===== config.mk =====
export PLATFORM = sky130hd
export DESIGN_NAME = id_stage_reg
export DESIGN_NICKNAME = d
export VERILOG_FILES = /design/src/rtl/id_stage_reg.sv
export SDC_FILE = /design/constraint.sdc
export NUM_CORES = 1
export LEC_CHECK = 0
export BUFFER_PORTS_ARGS = -buffer_cell sky130_fd_sc_hd__buf_4
export CAP_MARGIN = 40
export CORE_MARGIN = 2
export CORE_UTILIZATION = 58
export DETAILED_ROUTE_END_ITERATION = 7
export PLACE_DENSITY = 0.87
export SYNTH_ARGS = -nofsm -noshare
export SYNTH_HDL_FRONTEND = slang
export SYNTH_SLANG_ARGS = --single-unit

===== constraint.sdc =====
create_clock -name clk -period 19.35 [get_ports clk]
set_input_delay 3.87 -clock clk [delete_from_list [all_inputs] [get_ports clk]]
set_output_delay 3.87 -clock clk [all_outputs]
set_load 0.02 [all_outputs]

===== src/rtl/id_stage_reg.sv =====
// IF->ID pipeline register with a 2-entry skid buffer, valid/ready handshake,
// synchronous flush to a NOP bubble and a saturating stall counter.
module id_stage_reg #(
  parameter int                   PC_W      = 64,
  parameter int                   INSTR_W   = 32,
  parameter int                   SB_W      = 4,
  parameter logic [INSTR_W-1:0]   NOP_INSTR = 32'h00000013,
  parameter int                   CNT_W     = 16
) (
  input  logic               clk,
  input  logic               rst,
  input  logic               in_valid,
  output logic               in_ready,
  input  logic [PC_W-1:0]    in_pc,
  input  logic [INSTR_W-1:0] in_instr,
  input  logic [SB_W-1:0]    in_sb,
  output logic               out_valid,
  input  logic               out_ready,
  output logic [PC_W-1:0]    out_pc,
  output logic [INSTR_W-1:0] out_instr,
  output logic [SB_W-1:0]    out_sb,
  input  logic               flush,
  output logic [CNT_W-1:0]   stall_cnt
);

  typedef enum logic [1:0] {EMPTY, ONE, TWO} state_t;

  state_t             state;
  logic [PC_W-1:0]    skid_pc;
  logic [INSTR_W-1:0] skid_instr;
  logic [SB_W-1:0]    skid_sb;
  logic               in_fire;
  logic               out_fire;

  // Handshakes use only registered ready/valid, so no input reaches an output.
  assign in_fire  = in_valid & in_ready;
  assign out_fire = out_valid & out_ready;

  always_ff @(posedge clk or posedge rst) begin
    if (rst) begin
      state      <= EMPTY;
      out_valid  <= 1'b0;
      in_ready   <= 1'b1;
      out_pc     <= '0;
      out_instr  <= NOP_INSTR;
      out_sb     <= '0;
      skid_pc    <= '0;
      skid_instr <= NOP_INSTR;
      skid_sb    <= '0;
      stall_cnt  <= '0;
    end else begin
      if (out_valid && !out_ready && (stall_cnt != {CNT_W{1'b1}}))
        stall_cnt <= stall_cnt + CNT_W'(1);

      if (flush) begin
        state      <= EMPTY;
        out_valid  <= 1'b0;
        in_ready   <= 1'b1;
        out_pc     <= '0;
        out_instr  <= NOP_INSTR;
        out_sb     <= '0;
        skid_pc    <= '0;
        skid_instr <= NOP_INSTR;
        skid_sb    <= '0;
      end else begin
        case (state)
          EMPTY: begin
            if (in_fire) begin
              state     <= ONE;
              out_valid <= 1'b1;
              out_pc    <= in_pc;
              out_instr <= in_instr;
              out_sb    <= in_sb;
            end
          end
          ONE: begin
            if (in_fire && out_fire) begin
              out_pc    <= in_pc;
              out_instr <= in_instr;
              out_sb    <= in_sb;
            end else if (in_fire) begin
              state      <= TWO;
              in_ready   <= 1'b0;
              skid_pc    <= in_pc;
              skid_instr <= in_instr;
              skid_sb    <= in_sb;
            end else if (out_fire) begin
              state     <= EMPTY;
              out_valid <= 1'b0;
              out_pc    <= '0;
              out_instr <= NOP_INSTR;
              out_sb    <= '0;
            end
          end
          TWO: begin
            if (out_fire) begin
              state      <= ONE;
              in_ready   <= 1'b1;
              out_pc     <= skid_pc;
              out_instr  <= skid_instr;
              out_sb     <= skid_sb;
              skid_pc    <= '0;
              skid_instr <= NOP_INSTR;
              skid_sb    <= '0;
            end
          end
          default: begin
            state     <= EMPTY;
            out_valid <= 1'b0;
            in_ready  <= 1'b1;
            out_pc    <= '0;
            out_instr <= NOP_INSTR;
            out_sb    <= '0;
          end
        endcase
      end
    end
  end

endmodule

Word-level counts from Yosys, hierarchy flattened --
Index checks and enable logic that the tools add are counted.
Storage, ports and cells: output and inout port bits 118, register bits after elaboration 220, logic and storage cells 86
Cells by class: $add $sub $neg 1, bitwise operators 2, reduce and logical (&&, ||, !) cells 11, equal/unequal tests 14, muxes and demuxes 48
Operator list (count):
- two-way mux 64 bit | 8
- two-way mux 32 bit | 8
- one-hot mux 64 bit (3 select lines) | 1
- one-hot mux 64 bit (2 select lines) | 1
- one-hot mux 32 bit (3 select lines) | 1
- one-hot mux 32 bit (2 select lines) | 1
- two-way mux 4 bit | 8
- inequality test 3 bit (second input constant) | 6
- adder 16 x 1 -> 16 bit (second input constant) | 1
- inequality test 16 bit (second input constant) | 1
- AND reduction 4 bit | 4
- two-way mux 2 bit | 6
- inequality test 4 bit (second input constant) | 3
- one-hot mux 4 bit (3 select lines) | 1
- two-way mux 1 bit | 9
- one-hot mux 4 bit (2 select lines) | 1
- one-hot mux 1 bit (3 select lines) | 2
- one-hot mux 2 bit (3 select lines) | 1
- AND reduction 5 bit | 1
- inequality test 2 bit (second input constant) | 2
- logical AND 1 bit | 3
- nonzero test 3 bit | 1
- bitwise AND 1 bit | 2
- equality test 2 x 1 -> 1 bit (second input constant) | 1
- 3 further kinds | 3

Depth between registers and ports, before layout --
word-level depth 6, depth in mapped cells 8, gate-level depth less buffers 6

Worst setup path before layout --
No wires, ideal clock.
kind input to register, start point in out_ready, end point reg out_pc[47], slack 14.333 ns, buffers on the path 2, arrival time 4.893 ns, data required time 19.226 ns, stages on the path 7, cells stage by stage and2_2 a21oi_1 nor2_1 o21bai_4 buf_2 clkbuf_2 o21ai_1
Between the ends: word-level cells in the longest chain between the ends 5, elaborated cells between the ends (all ways) 9, classes of those cells eq/ne (3); mux (3); bitwise (1); reduce/logical (2)
RTL lines:
- start: declaration | RTL line 18 | input logic out_ready,
- bitwise AND 1 bit * | RTL line 37 | assign out_fire = out_valid & out_ready;
- logical AND 1 bit | RTL line 77 | if (in_fire && out_fire) begin
- two-way mux 64 bit | RTL line 77
- one-hot mux 64 bit (3 select lines) | RTL line 66 | case (state)
- two-way mux 64 bit | RTL line 55 | if (flush) begin
- end signal: assignment | RTL line 71 | out_pc <= in_pc;
- end signal: assignment | RTL line 78 | out_pc <= in_pc;
- end signal: assignment | RTL line 99 | out_pc <= skid_pc;
- end: declaration | RTL line 19 | output logic [PC_W-1:0] out_pc,
Mark *: on every way between the ends. The rest lies on a longest branch, timed or not. A chain may end at the register's enable or synchronous reset.

Final worst setup path --
start point in out_ready, end point reg out_pc[50]
The elaborated chain is that of the path after synthesis.

==> results.cfg <==
[outcome]
outcome = complete, but fails checks
violations = design-rule violations

[synthesis]
synth_top_area_share = 0.567
ys_ff_latch = 220
yosysTopAreaCell = dfrtp_1
synth_edf_count = 0
synth_fp_nets = 1092
synthTopCellsByArea = dfrtp_1 57%, nand2_1 12%, o21ai_0 8.1%
async_reset_ff_frac = 1.00
synthFlopType = dfrtp_1
synthCells = 986
yosysWarnings = 0
synth-seq-area-share = 0.587
avgSynthCellArea_um2 = 9.53
ys_types = 46
synth_area_mm2 = 0.00940

[sta]
period_minus_slack_ns = 5.46
worst_slew_pin_slew_ns = 0.849
finalSetupTns_ns = 0
setup_viol = 0
fmax_mhz = 183
slew_headroom = 0.434
rsz0062_at_grt = false
post-route-period-util = 0.282
final-max-slew-violation-count = 0
finalHoldViolations = 0
fin_skew_ns = 0.0130

[clock_tree]
ctsHoldBuffers = 0
post-cts-setup-buffers = 0
worst_setup_hold_path_clk_slew_ns = 0.06
htree_num_levels = 1
numClockSinks = 220
cts_made_buffers = 23
cts_tree = yes
insertion_delay_ns = 0.50
clk_path_buf_depth = 3
root_buffer = clkbuf_16
ctsResizeCount = 0

[cells_and_area]
syn_to_final_growth_pct = 26.4
drive_gt1_frac = 0.243
layout.nets = 1274
final_util = 0.748
final_cells = 1397
num_antenna_cells = 0

[placement]
port_buffers = 222
dp.cells = 1359
place.gp.congestion = 0.830
dpl.hpwl_um = 15000

[drt]
final_antenna_net_count = 0
drc = 2
vias = 7987
drt_pass1_iterations = 8
vias_per_cell = 5.72
wl_per_cell_um = 17.2
drtIter0Drc = 574
routed_wl_um = 24100

[setup_path]
arrival_ns = 5.89
cp-end-kind = flip-flop
startpoint_type = input pin
worstPathMaxFanout = 60
crit_type = in2reg
worstPathRequired_ns = 19.77

[hold_path]
hp-class = reg2reg

[floorplan]
die_w_um = 131
rows = 46
dieArea_mm2 = 0.0172
die_h_um = 131
core_mm2 = 0.0159
pin_count = 223
start_util = 0.592

[global_routing]
grt-ovfl-total = 0
antenna_found_initial = 0
track_usage = 0.277
grt_pass1_wl_um = 39500
grt_max_degree = 119
grt_pass1_vias = 7737

[pwr]
ir_drop_mv = 0.0668
power_density_mw_per_mm2 = 106
p_leak_nw = 5.76

[flow_run]
max-cap-violations = 0
==> routing by layer <==
metal	GRT usage	wire, um
met3	0.0459	1870
met2	0.462	12200
met5	0	0
met1	0.378	9440
met4	0.0827	587
==> critical path: stages <==
cell,delay [ns]
buf_4,0.12
and2_2,0.20
a21oi_1,0.21
o21ba_4,0.50
buf_4,0.68
nand2_1,0.14
o21ai_1,0.12
==> power by group <==
group          internal (W)  total (W)  switching [W]
Sequential         0.000519   0.000559      0.0000398
Clock              0.000254   0.000424       0.000170
Combinational      0.000106   0.000278       0.000172
Total              0.000878    0.00126       0.000382
==> cell usage in the layout, fill, tap and decap left out, types with 3 or more instances in the layout <==
cell type and n:
nand2_1 301, buf_4 230, dfrtp_1 213, o21ai_0 153, a22oi_1 97, o21ai_1 43
clkbuf_16 23, nor2_1 12, a21oi_1 9, xor2_1 9, dfstp_2 7, xnor2_1 6
clkbuf_1 6, clkbuf_8 6, nand4_1 4, nor3_1 4, inv_1 4, buf_16 4
nand2b_1 3, nand3_1 3, and2_1 3, and3_2 3, o22ai_1 3, nor4_1 3
==> cell usage after synthesis, drive strengths merged (2+ instances only) <==
master  instances
nand2         301
clkbuf         39
nand2b          3
nor3            4
and3            4
and4            2
nor2b           2
a31oi           2
dfstp           7
nor4            3
a22oi          97
xor2            9
o21ai         196
and2            4
o21bai          3
xnor2           6
inv             5
or3             2
buf            39
nor2           13
dfrtp         213
o22ai           3
nand4           4
a21oi          10
nand3           4
==> path summary, 6_finish.rpt <==
path / slack [ns] / from / depth (start not counted) / endpoint
worst min register to register: 0.46 / skid_instr[1] / 2 / skid_instr[1]
worst max register to register: 16.62 / state[0] / 5 / skid_pc[48]
max in group asynchronous: 14.93 / rst / 3 / skid_instr[30]
worst min-delay path: 0.46 / skid_instr[1] / 2 / skid_instr[1]
worst max-delay path: 13.89 / out_ready / 7 / out_pc[50]
min in group asynchronous: 3.35 / rst / 2 / out_instr[9]
==> kinds of logic (layout without fill, tap and decap cells) <==
| family | Yosys count | in the layout | share of synthesized area |
|---|---|---|---|
| AOI/OAI and AO/OA | 317 | 317 | 0.202 |
| xor gates and xnor gates | 15 | 15 | 0.0140 |
| adders and majority gates | 1 | 1 | 0.00133 |
| buffers and inverters | 83 | 278 | 0.0445 |
| DFF | 220 | 220 | 0.587 |
| muxes | 1 | 1 | 0.00120 |
| and+or+nand+nor | 349 | 349 | 0.151 |
==> per-stage QoR <==
step / instance area, um^2 / setup WS, ns / hold slack [ns] / total power, W
2_1_floorplan: 9400 / 9.47 / 0.439 / 0.000727
3_3_place_gp: 11000 / 13.19 / 0.447 / 0.000826
3_5_place_dp: 11200 / 13.41 / 0.452 / 0.000843
4_1_cts: 11900 / 13.89 / 0.462 / 0.00127
5_1_grt: 11900 / 13.74 / 0.480 / 0.00132
6_report: 11900 / 13.89 / 0.460 / 0.00126
==> sequential cells by signal, summed over array words and instances, names as in the netlist <==
signal,count
stall_cnt,16
in_ready,1
skid_sb,4
out_valid,1
out_sb,4
out_pc,64
skid_instr,32
state,2
out_instr,32
skid_pc,64
==> final cells by class <==
| cell class | instances | area, um^2 |
|---|---|---|
| Sequential cell | 220 | 5510 |
| Tap cell | 216 | 270 |
| Timing Repair Buffer | 235 | 1860 |
| Inverter | 5 | 26.3 |
| Multi-Input combinational cell | 683 | 3480 |
| Clock inverter | 3 | 42.5 |
| Clock buffer | 35 | 681 |
| Fill cell | 1123 | 4010 |
Power figures use the tool's default switching activity.
